--- src/rtl/video_pkg.sv ---
// Shared TMDS helpers: control symbols, colour-depth expansion and ones counting.
package video_pkg;

  localparam logic [9:0] CTL00 = 10'b1101010100;
  localparam logic [9:0] CTL01 = 10'b0010101011;
  localparam logic [9:0] CTL10 = 10'b0101010100;
  localparam logic [9:0] CTL11 = 10'b1010101011;

  // MSB replication: the depth-bit pattern repeats from bit 7 downwards.
  function automatic logic [7:0] expand_depth(input logic [7:0] din, input int depth);
    logic [7:0] d8;
    d8 = '0;
    for (int i = 0; i < 8; i++) begin
      d8[7-i] = din[depth - 1 - (i % depth)];
    end
    return d8;
  endfunction

  function automatic logic [3:0] popcount8(input logic [7:0] v);
    logic [3:0] n;
    n = '0;
    for (int i = 0; i < 8; i++) begin
      n = n + {3'b000, v[i]};
    end
    return n;
  endfunction

  function automatic logic [9:0] ctl_symbol(input logic [1:0] c);
    logic [9:0] s;
    case (c)
      2'b00:   s = CTL00;
      2'b01:   s = CTL01;
      2'b10:   s = CTL10;
      default: s = CTL11;
    endcase
    return s;
  endfunction

endpackage

--- src/rtl/tmds_channel_enc.sv ---
// One TMDS data channel: stage 1 transition-minimises, stage 2 DC-balances
// against this channel's own running disparity.
module tmds_channel_enc
  import video_pkg::*;
#(
  parameter int C_depth = 3
) (
  input  logic               clk_pixel,
  input  logic               reset,
  input  logic [C_depth-1:0] din,
  input  logic               blank,
  input  logic [1:0]         ctl,
  output logic [9:0]         tmds,
  output logic [4:0]         disp
);

  logic [7:0]        d8;
  logic [3:0]        n1;
  logic              use_xnor;
  logic [8:0]        qm_c;

  logic [8:0]        s1_qm;
  logic              s1_blank;
  logic [1:0]        s1_ctl;

  logic [3:0]        n1q;
  logic              q8;
  logic signed [5:0] bal;
  logic signed [5:0] cnt_w;
  logic signed [5:0] cnt_c;
  logic [9:0]        sym_c;
  logic signed [4:0] cnt;

  always_comb begin
    logic [8:0] q;
    d8       = expand_depth(8'(din), C_depth);
    n1       = popcount8(d8);
    use_xnor = (n1 > 4'd4) || (n1 == 4'd4 && !d8[0]);
    q        = '0;
    q[0]     = d8[0];
    for (int i = 1; i < 8; i++) begin
      q[i] = use_xnor ? ~(q[i-1] ^ d8[i]) : (q[i-1] ^ d8[i]);
    end
    q[8]     = ~use_xnor;
    qm_c     = q;
  end

  always_ff @(posedge clk_pixel) begin
    if (reset) begin
      s1_qm    <= '0;
      s1_blank <= 1'b1;
      s1_ctl   <= 2'b00;
    end else begin
      s1_qm    <= qm_c;
      s1_blank <= blank;
      s1_ctl   <= ctl;
    end
  end

  // bal is N1-N0 of q_m[7:0]; 6-bit math keeps intermediate sums clear of wrap.
  always_comb begin
    n1q   = popcount8(s1_qm[7:0]);
    q8    = s1_qm[8];
    bal   = $signed({1'b0, n1q, 1'b0}) - 6'sd8;
    cnt_w = {cnt[4], cnt};
    sym_c = CTL00;
    cnt_c = cnt_w;
    if (s1_blank) begin
      sym_c = ctl_symbol(s1_ctl);
      cnt_c = '0;
    end else if (cnt == 5'sd0 || bal == 6'sd0) begin
      sym_c = {~q8, q8, q8 ? s1_qm[7:0] : ~s1_qm[7:0]};
      cnt_c = q8 ? (cnt_w + bal) : (cnt_w - bal);
    end else if ((cnt > 5'sd0 && bal > 6'sd0) || (cnt < 5'sd0 && bal < 6'sd0)) begin
      sym_c = {1'b1, q8, ~s1_qm[7:0]};
      cnt_c = cnt_w - bal + (q8 ? 6'sd2 : 6'sd0);
    end else begin
      sym_c = {1'b0, q8, s1_qm[7:0]};
      cnt_c = cnt_w + bal - (q8 ? 6'sd0 : 6'sd2);
    end
  end

  always_ff @(posedge clk_pixel) begin
    if (reset) begin
      tmds <= CTL00;
      cnt  <= '0;
    end else begin
      tmds <= sym_c;
      cnt  <= cnt_c[4:0];
    end
  end

  assign disp = cnt;

endmodule

--- src/rtl/tmds_encoder_multi.sv ---
// Multi-channel DVI encoder: one tmds_channel_enc per colour channel, with
// hsync/vsync steered onto channel 0's control pair.
module tmds_encoder_multi #(
  parameter int C_depth    = 3,
  parameter int C_channels = 3
) (
  input  logic                                              clk_pixel,
  input  logic                                              reset,
  input  logic [C_channels*C_depth-1:0]                     in_data,
  input  logic                                              in_blank,
  input  logic                                              in_hsync,
  input  logic                                              in_vsync,
  input  logic [(C_channels > 1 ? 2*(C_channels-1) : 1)-1:0] in_ctl,
  output logic [C_channels*10-1:0]                          out_tmds,
  output logic [C_channels*5-1:0]                           out_disp
);

  for (genvar k = 0; k < C_channels; k++) begin : g_ch
    logic [1:0] ctl_k;

    if (k == 0) begin : g_sync
      assign ctl_k = {in_vsync, in_hsync};
    end else begin : g_ctl
      assign ctl_k = in_ctl[2*k-1 -: 2];
    end

    tmds_channel_enc #(
      .C_depth(C_depth)
    ) u_enc (
      .clk_pixel(clk_pixel),
      .reset    (reset),
      .din      (in_data[k*C_depth +: C_depth]),
      .blank    (in_blank),
      .ctl      (ctl_k),
      .tmds     (out_tmds[k*10 +: 10]),
      .disp     (out_disp[k*5 +: 5])
    );
  end

endmodule

--- config.mk ---
export PLATFORM = sky130hd
export DESIGN_NAME = tmds_encoder_multi
export DESIGN_NICKNAME = d
export VERILOG_FILES = /design/src/rtl/video_pkg.sv /design/src/rtl/tmds_channel_enc.sv /design/src/rtl/tmds_encoder_multi.sv
export SDC_FILE = /design/constraint.sdc
export NUM_CORES = 1
export LEC_CHECK = 0
export CORE_MARGIN = 5
export CORE_UTILIZATION = 45
export CTS_BUF_LIST = sky130_fd_sc_hd__clkbuf_8
export DETAILED_ROUTE_END_ITERATION = 12
export PLACE_DENSITY = 0.67
export SETUP_SLACK_MARGIN = 0.4
export SLEW_MARGIN = 30
export SYNTH_ARGS = -nofsm -noshare
export SYNTH_HDL_FRONTEND = slang
export SYNTH_SLANG_ARGS = --single-unit
--- constraint.sdc ---
create_clock -name clk_pixel -period 10.7 [get_ports clk_pixel]
set_clock_uncertainty 0.2 [all_clocks]
set_input_delay 2.14 -clock clk_pixel [delete_from_list [all_inputs] [get_ports clk_pixel]]
set_output_delay 2.14 -clock clk_pixel [all_outputs]
set_load 0.005 [all_outputs]
# ---- Word level (Yosys, flattened, before mapping)
# Cells that the tools add are included.
dict set report totals {
  ff_bits 79
  input_bits 18
  output_inout_bits 45
  wordCells 227
}
dict set report op_classes {
  addsub 57
  magnitude_cmp 15
  eq_ne 9
  muxes 51
  bitwise 51
  n_reduce_logical 31
}
# cell count
set ops {}
lappend ops {{4-bit by 1-bit adder with 4-bit output} 36}
lappend ops {{10-bit two-way mux} 9}
lappend ops {{10-bit one-hot mux with 3 select lines} 3}
lappend ops {{5-bit two-way mux} 9}
lappend ops {{5-bit adder} 6}
lappend ops {{5-bit subtractor} 6}
lappend ops {{1-bit inverter} 27}
lappend ops {{8-bit two-way mux} 3}
lappend ops {{8-bit inverter} 3}
lappend ops {{1-bit two-way mux} 21}
lappend ops {{1-bit bitwise XOR} 21}
lappend ops {{6-bit by 1-bit greater-than comparator with 1-bit output, second input constant} 3}
lappend ops {{6-bit logical NOT} 3}
lappend ops {{6-bit by 1-bit less-than comparator with 1-bit output, second input constant} 3}
lappend ops {{5-bit by 4-bit subtractor with 6-bit output, second input constant} 3}
lappend ops {{5-bit by 1-bit greater-than comparator with 1-bit output, second input constant} 3}
lappend ops {{5-bit logical NOT} 3}
lappend ops {{5-bit by 1-bit less-than comparator with 1-bit output, second input constant} 3}
lappend ops {{1-bit by 1-bit adder with 2-bit output} 6}
lappend ops {{4-bit by 3-bit == test with 1-bit output, second input constant} 3}
lappend ops {{4-bit by 3-bit greater-than comparator with 1-bit output, second input constant} 3}
lappend ops {{2-bit two-way mux} 6}
lappend ops {{1-bit logical AND} 9}
lappend ops {{1-bit logical OR} 9}
lappend ops {{5 further kinds} 13}

# ---- Longest topological paths before layout
# Gate-level depths: netlist of the first run.
dict set report depth {
  ltp_word 29
  mapped_depth 17
  mapped_depth_nobuf 16
}

# ---- Cells and area by module
# Synthesis of the first run repeated with hierarchy kept, for this count alone.
dict set report hier_totals {
  cells_unflattened 571
  hier_area_um2 5276.3
}
# module n_inst cells_each area_each_um2 seq_area_each_um2
set modules_own_cells {}
lappend modules_own_cells {{tmds_channel_enc at g_ch[0].u_enc} 1 193 1780.5 480.5}
lappend modules_own_cells {{tmds_channel_enc at g_ch[2].u_enc} 1 189 1754.2 480.5}
lappend modules_own_cells {{tmds_channel_enc at g_ch[1].u_enc} 1 189 1741.7 480.5}

# ---- Worst setup path after synthesis of the first run
# No wires, ideal clock.
dict set report synth_timing {
  path_kind {register -> register}
  start {register g_ch[2].u_enc.s1_qm[7]}
  end {register g_ch[2].u_enc.tmds[9]}
  setup_ns 0.123
  arrival_ns 4.220
  required_time_ns 10.377
  path_slack_ns 6.156
  stages_incl_launch_ff 16
  n_path_buf 2
  period_less_slack_ns 4.544
  path_cell_list {dfxtp_1 -> ha_1 -> inv_1 -> fa_1 -> fa_1 -> fa_1 -> fa_1 -> xnor2_1 -> inv_1 -> ha_1 -> clkbuf_1 -> o21ai_4 -> mux2i_1 -> buf_6 -> mux2i_1 -> or2_2}
}
dict set report synth_between {
  elab_chain_cells 8
  elab_cells_between_ends 12
  cone_classes {2 x add/sub; 2 x order compare; 3 x mux; 5 x reduce/logical}
}
# item line_no
set synth_rtl {}
lappend synth_rtl {{start: declaration} tmds_channel_enc.sv:22} ;# logic [8:0] s1_qm;
lappend synth_rtl {{start signal: assignment} tmds_channel_enc.sv:54} ;# s1_qm <= qm_c;
lappend synth_rtl {{4-bit by 1-bit adder with 4-bit output (*)} video_pkg.sv:23} ;# n = n + {3'b000, v[i]};
lappend synth_rtl {{5-bit by 4-bit subtractor with 6-bit output (*)} tmds_channel_enc.sv:64} ;# bal = $signed({1'b0, n1q, 1'b0}) - 6'sd8;
lappend synth_rtl {{6-bit by 1-bit greater-than comparator with 1-bit output or 6-bit by 1-bit less-than comparator with 1-bit output (tied branches)} tmds_channel_enc.sv:74} ;# end else if ((cnt > 5'sd0 && bal > 6'sd0) || (cnt < 5'sd0 && bal < 6'sd0)) begin
lappend synth_rtl {{1-bit logical AND} tmds_channel_enc.sv:74}
lappend synth_rtl {{1-bit logical OR} tmds_channel_enc.sv:74}
lappend synth_rtl {{10-bit two-way mux} tmds_channel_enc.sv:74}
lappend synth_rtl {{10-bit two-way mux (*)} tmds_channel_enc.sv:71} ;# end else if (cnt == 5'sd0 || bal == 6'sd0) begin
lappend synth_rtl {{10-bit two-way mux (*)} tmds_channel_enc.sv:68} ;# if (s1_blank) begin
lappend synth_rtl {{end signal: assignment} tmds_channel_enc.sv:88} ;# tmds <= sym_c;
lappend synth_rtl {{end: declaration} tmds_channel_enc.sv:13} ;# output logic [9:0] tmds,
# Mark *: on every way between the ends. The rest lies on a longest branch, timed or not.
# A chain may end at the register's enable or synchronous reset.

# ---- Worst setup path in the final report of the first run
# Ends and elaborated chain as after synthesis.

==> results.txt, run 1 <==
Buffers inserted during clock tree synthesis total 9. The final period utilization is 0.4620. The cell with the most instances after synthesis is dfxtp_1. Setup repair after global routing left no endpoint under its margin. The number of warnings issued by yosys was 0.

The type of destination of the critical path is a register. Gates resized during post-CTS repair numbered 0. The layer flagged by global routing as most heavily used is met2. CTS placed an instance of clkbuf_8 at the clock tree root.

The count of antenna-violating nets left after detailed routing is 0. In the synthesized netlist, the cells that appear most often are dfxtp_1 (75), inv_1 (72), ha_1 (71), nor2_1 (51), xnor2_1 (49). The logs give 0.2641 for the met2 global-route usage and 0 for the post-cts hold buffer count. Static timing analysis puts the maximum clock frequency at 0.2023 GHz.

Subtracting the final worst setup slack from the clock period gives 4944 ps. The number of antenna violations at the first check in global routing was 0. Sorting the synthesized cells by area gives the leading types as dfxtp_1 (29%), ha_1 (17%), fa_1 (8.8%). The run gives 0.2881 as the sequential-to-total area share from yosys stat. The xor/xnor cell area share of the yosys netlist was 0.1241; the cell count after synthesis was 558.

In this run the count of I/O pins placed on the die edge is 63. The effective utilization at floorplan is 0.4583, and the power per standard cell area is 264.8 mW/mm2. The area share of the leading cell type in the synthesized netlist works out to 0.2881. The die covers 0.01383 mm2.

For the sum of overflow across all layers after global routing, the log shows 0. The met3 global-route usage is 0.02691. The type of element launching the critical path was a register. The number of max-slew violations in the final report was 0; the per-cell via count in the routed design was 4.925. First-pass iteration count of the detailed router: 4. The congestion estimate from routability-driven global placement came to 0.9151. Counting flops with a built-in enable in the synthesized netlist gives 0. After floorplanning, the core was sized to cover 0.01137 mm2. The utilization after layout is 0.5352, and the synthesized-area fraction occupied by ao, oa, aoi and oai cells is 0.1150. STA puts the critical path data required time at 10,750 ps.

In this run the tool buffered the top-level ports with 59 buffer cells. Yosys mapped the design onto 49 distinct sky130hd cell types. The worst-case IR drop observed on VDD is 0.1077 mV.

The logs give 168 for the first-iteration detailed-routing DRC count and 4990 ps for the critical path arrival. The relative slew slack came out at 0.4220. The maximum fanout along the worst path came out at 12. The overall routing resource usage is 0.1520. The number of global-route vias before repair is 3,815, and the total detailed-routing wirelength is 10.41 mm. The run finished with clean final reports.

The prevailing post-synth register cell is dfxtp_1. The share of synthesized registers carrying an async set or reset was 0; the area share of fa/ha/maj cells after synthesis was 0.2588. The worst-margin pin slew is 867.1 ps. Class of the worst hold path: reg -> reg.

Setup TNS: 0 ps. The die is 117.6 um wide. The mean instance size in the synthesized netlist came out at 9.339 um2. The multiplexer fraction of the synthesized cell area works out to 0.02497. The design draws 1.611 mW.

After clock tree synthesis, the clock-pin slew on the worst setup and hold paths is 80 ps. Summed over all instances, the cell type with the most area after synthesis is dfxtp_1. Maximum number of pins on one net before global-route repair: 52. By area, the combinational part of the netlist is dominated by adder cells. TritonCTS built the clock tree. In this run, synthesis produced a sequential element count of 75. The half-perimeter wire length of the detailed placement result was 8.461 mm. Buffer depth of the longest clock path: 2. The met1 usage is 0.1812, and the average wire length per cell after detail routing is 13.75 um. For the worst-skew pair, the clock arrives at the later sink with an insertion delay of 360 ps.

The net count of the finished layout is 721. Detailed routing inserted a total of 3,728 vias. From bottom edge to top edge, the die measures 117.6 um. The detailed-route DRC error count is 0.

The simple-gate portion of the synthesized area works out to 0.1150. The run gives 75 as the clock sink total. The share of layout cells above drive strength 1 is 0.04235, and the number of diodes added for antenna fixing is 0. The tools report the post-synth design cell area as 0.005211 mm2.

The first-pass GRT wire length is 17.48 mm. Setup violations remaining at the end of the flow were counted as 0. From synthesis to final layout, the design area changed by 16.76%.

Across the run, the number of max-cap violations was 0. For this design the static power due to leakage is 2.715 nW. The worst setup path is of the reg -> reg kind.

After floorplanning, the core was divided into 39 placement rows. The H-tree was split into 3 levels. After clock tree synthesis, the setup repair step added 0 buffers. The final-report hold violation count is 0.
## layout by cell type, fill, tap and decap left out, types with 2 or more instances in the layout
cell and n:
xnor3_1 2, or2_2 4, and2_1 3, nor3_1 4, a211o_1 6, ha_1 71, inv_1 72, clkinvlp_4 2
nand3_1 11, or4_1 2, nand2_1 16, conb_1 3, nand2b_1 7, o22ai_1 2, or3_2 2, dfxtp_1 75
or3_1 5, a2111oi_0 3, o311a_1 2, inv_6 2, fa_1 23, a21oi_1 17, nor2_1 51, a211oi_1 6
o21bai_1 8, and3_1 4, o21ai_0 18, xnor2_1 49, clkdlybuf4s50_1 58, mux2i_1 12, a21boi_0 10, xor2_1 17
a21o_1 2, clkbuf_8 10, a31oi_1 6, nor2b_1 13
## cell families (layout without fill, tap and decap cells)
logic type      after synthesis  after routing
compound gates               89             89
xor+xnor                     69             69
fa+ha+maj                    94             94
buf+inv                      93            147
flops                        75             75
mux                          13             13
other cells                   1              3
simple gates                124            124
## metal layers
layer,up-vias,share of wire
met4,0,0.025
met3,19,0.038
met5,-,0
met1,1738,0.44
met2,64,0.49
li1,1907,-
## through the flow
| step | hold WS (ps) | std cells | cell area [um2] | setup WS [ps] |
|---|---|---|---|---|
| after detailed placement | 314.0 | 741 | 5872 | 5570 |
| after global routing | 381.8 | 757 | 6085 | 5483 |
| final | 318.3 | 757 | 6085 | 5756 |
| after global placement | 306.0 | 741 | 5872 | 5699 |
| after CTS | 320.4 | 757 | 6081 | 5538 |
| after floorplan | 293.6 | 560 | 5219 | 6156 |
## worst paths after layout
path / startpoint / endpoint / slack [ps] / cells past startpoint
setup / recovery: g_ch[2].u_enc.s1_qm[7] / g_ch[2].u_enc.tmds[9] / 5760 / 13
hold / removal: g_ch[2].u_enc.s1_qm[5] / g_ch[2].u_enc.tmds[5] / 320 / 2
setup reg to reg: g_ch[2].u_enc.s1_qm[7] / g_ch[2].u_enc.tmds[9] / 5760 / 13
hold reg to reg: g_ch[2].u_enc.s1_qm[5] / g_ch[2].u_enc.tmds[5] / 320 / 2
## power by group
part | leakage [nW] | switching (mW) | internal [mW]
registers | 0.622 | 0.0379 | 0.319
clock network | 0.0995 | 0.113 | 0.116
logic | 1.99 | 0.543 | 0.483
## critical path, stage by stage (launching register included)
cell and delay (ps):
dfxtp_1 340, ha_1 280, inv_1 60, fa_1 510, fa_1 520, fa_1 470
fa_1 390, xnor2_1 310, inv_1 110, ha_1 310, o21ai_4 310, mux2i_2 590
mux2i_1 140, or2_2 300
## area by class of cell
cell class / count / area (um2)
Sequential cell: 75 / 1501
Clock buffer: 10 / 137.6
Multi-Input combinational cell: 392 / 3339
Timing Repair Buffer: 59 / 585.6
Fill cell: 1062 / 5285
Inverter: 72 / 270.3
Clock inverter: 6 / 71.32
Tap cell: 143 / 178.9
## sequential cells by signal (all words and copies together) (netlist names)
signal               cells
g_ch.u_enc.disp         12
g_ch.u_enc.s1_ctl        6
g_ch.u_enc.s1_qm        26
g_ch.u_enc.s1_blank      1
g_ch.u_enc.tmds         30
Note: power is estimated with default switching activity, not from simulation.
==> run 2: changes to the inputs <==
==> constraint.sdc (replaced) <==
create_clock -name clk_pixel -period 4.62 [get_ports clk_pixel]
set_clock_uncertainty 0.2 [all_clocks]
set_input_delay 0.924 -clock clk_pixel [delete_from_list [all_inputs] [get_ports clk_pixel]]
set_output_delay 0.924 -clock clk_pixel [all_outputs]
set_load 0.005 [all_outputs]
==> run 2 against run 1 <==
  * Non-clock buffer count is 53 higher
  * Final area increased by 18%
  * Die area did not move
  * Sequential power rose by 140%
==> results.txt, run 2 (synthesized netlist as in run 1, its figures left out) <==
The layout has 910 filler cells. In this run the count of I/O pins placed on the die edge is 63. The port buffer count works out to 59.

The type of destination of the critical path is a register. The number of H-tree levels came out at 3. Worst setup path endpoint: g_ch[1].u_enc.disp[4]. The clock latency on the worst-skew pair was 370 ps.

The number of nets in the layout was 774. The post-route standard cell area excluding fillers was 0.007153 mm2; the utilization after layout was 0.6291. VDD sags by at most 0.3909 mV.

After the first detailed-routing iteration, the DRC count stood at 224. The endpoint identified for the worst register-to-register timing path is g_ch[1].u_enc.disp[4]. Setup violations remaining at the end of the flow were counted as 0. For the worst setup path, the data arrival time is 4470 ps. The most common cell after layout, fill and taps aside was dfxtp_1.

For the worst flop-to-flop path, the logic depth is 13. Clock-pin slew was measured on the worst setup and hold paths at 90 ps. For the number of antenna violations at the first check in global routing, the log shows 0.

Summed over all layers, the global routing overflow is 0. The run finished with clean final reports. The type of element launching the critical path is a register.

The initialized floorplan defines 39 standard-cell rows. From synthesis to final layout, the design area changed by 37.26%. The run gives 0.1719 as the overall routing resource usage. The first TritonRoute pass finished after 5 iterations. The total detailed-routing wirelength was 12.68 mm; the number of global-route vias before repair was 4,315.

Overall power consumption: 5.109 mW. After routing, the total negative slack on setup checks comes to 0 ps. Along the worst path, the maximum fanout reaches 3. The tools report the number of max-slew violations in the final report as 0. For the overall die area, the log shows 0.01383 mm2.

Setup repair after global routing could not meet its margin everywhere. The clock group share of total power was 0.117. The run gives 0.165 as the sequential share of power. Worst-margin pin slew: 918.3 ps. The average wire length per cell after detail routing came out at 15.65 um. Effective utilization at floorplan: 0.4583. Once layout is complete, the cells apart from fillers number 810. The worst hold path was traced through 2 stages. The total placed cells including tap cells was 748; the share of layout cells above drive strength 1 was 0.2669. Once detailed placement completed, the half-perimeter wirelength came to 8.411 mm. Leaving out fill and tap cells, the most frequent cells in the layout are dfxtp_1 (69), inv_1 (61), clkdlybuf4s50_1 (58). The maximum number of pins on one net before global-route repair was 52.

Final period demand of the worst path: 4396 ps. The routed layout has 4,098 vias. The first global-routing pass estimated 19.77 mm of wire. For the proportion of power drawn by combinational gates, the log shows 0.718. For the relative slew slack, the log shows 0.3878. The final period utilization came out at 0.9514.

Register bank with the most flops: g_ch.u_enc.tmds. Timing would allow up to 0.2275 GHz. The count of antenna-violating nets left after detailed routing came out at 0.

In this run the critical register-to-register path is launched from g_ch[1].u_enc.s1_qm[1]. The die outline width is 117.6 um, and the post-cts hold buffer count is 0. TritonCTS built the clock tree.

The tightest min-delay check is of the reg -> reg type. After detailed placement, the total cell area comes to 0.005968 mm2. The final-report hold violation count is 0. Clock tree synthesis selected as its root buffer the cell clkbuf_8. The number of CTS-inserted buffers was 9; the clock sink total was 75.

Power spread over the standard cell area amounts to 714.3 mW/mm2. At the end of routability-driven placement, the weighted congestion stood at 0.8885. The internal power was 2.959 mW.

In the routed design, unresolved DRC markers number 0. Using the TritonRoute via totals, the vias-per-cell ratio works out to 5.059. The region available for standard cell placement spans 0.01137 mm2. Data on the critical path is required at its endpoint by 4700 ps. The switching power of the nets came out at 2.151 mW. The y dimension of the die was 117.6 um; the number of diodes added for antenna fixing was 0.

The startpoint of the worst setup timing path is g_ch[1].u_enc.s1_qm[1]. The flip-flop count of the largest register after layout works out to 30. Path type of the worst setup path: reg -> reg.

The clock passes through at most 2 buffers. The tool flagged a number of max-cap violations equal to 0. In this run the static leakage power is 3.122 nW. Setup slack on the worst reg-to-reg path comes out at 220 ps. The switching portion of total power works out to 0.4209.
## run 2: per-stage QoR
stage | hold slack [ps] | worst slack, ps
2_1_floorplan | 293.6 | 211.4
3_3_place_gp | 325.1 | 126.3
3_5_place_dp | 330.3 | 32.12
4_1_cts | 336.5 | 203.3
5_1_grt | 375.4 | 103.8
6_report | 332.4 | 224.3
## run 2: power by group through the flow
stage                     Clock (mW)  Sequential, mW  Combinational, mW
after floorplan                    0           0.820               1.91
after global placement             0           0.841               2.42
after detailed placement           0           0.843               2.51
after CTS                      0.602           0.834               2.99
after global routing           0.638           0.857               3.96
final                          0.597           0.841               3.67
## run 2: final cells by class
type                       count  area [um2]  share of cell area
clock buffer                  10       137.6             0.01924
timing repair buffer         112        1022              0.1429
multi-input combinational    392        3938              0.5505
tap                          143       178.9             0.02501
sequential                    75        1509              0.2110
inverter                      72       272.8             0.03813
clock inverter                 6       95.09             0.01329
## run 2: worst max-delay path: stages, from the launching register on
cell       delay, ps
dfxtp_2          340
ha_4             260
inv_2             30
fa_1             490
fa_1             430
fa_2             370
fa_2             570
inv_2             50
fa_2             470
nand2b_4         160
or3_1            360
and3_1           190
o21a_1           210
a2111oi_4        170
## run 2: worst min-delay path by stage
stage | startpoint | end | slack [ps]
floorplan | g_ch[2].u_enc.s1_qm[3] | g_ch[2].u_enc.tmds[3] | 290
global placement | g_ch[2].u_enc.s1_qm[3] | g_ch[2].u_enc.tmds[3] | 330
detailed placement | g_ch[2].u_enc.s1_qm[5] | g_ch[2].u_enc.tmds[5] | 330
CTS | g_ch[2].u_enc.s1_qm[3] | g_ch[2].u_enc.tmds[3] | 340
global route | g_ch[2].u_enc.s1_qm[3] | g_ch[2].u_enc.tmds[3] | 380
finish | g_ch[2].u_enc.s1_qm[3] | g_ch[2].u_enc.tmds[3] | 330
## run 2: timing repair
action,in CTS,in global routing
gates cloned,1,1
buffers inserted,26,18
endpoints found under the hold margin,0,0
endpoints found under the setup margin,34,38
resized for setup,69,61
pin swaps,39,41
## run 2: metal layers
metal	GRT usage	vias to the layer above	routed length, um
met5	0	-	0
met4	0.06738	0	300
met3	0.03892	28	452
met2	0.3126	86	6731
met1	0.1934	1974	5196
li1	-	2010	-
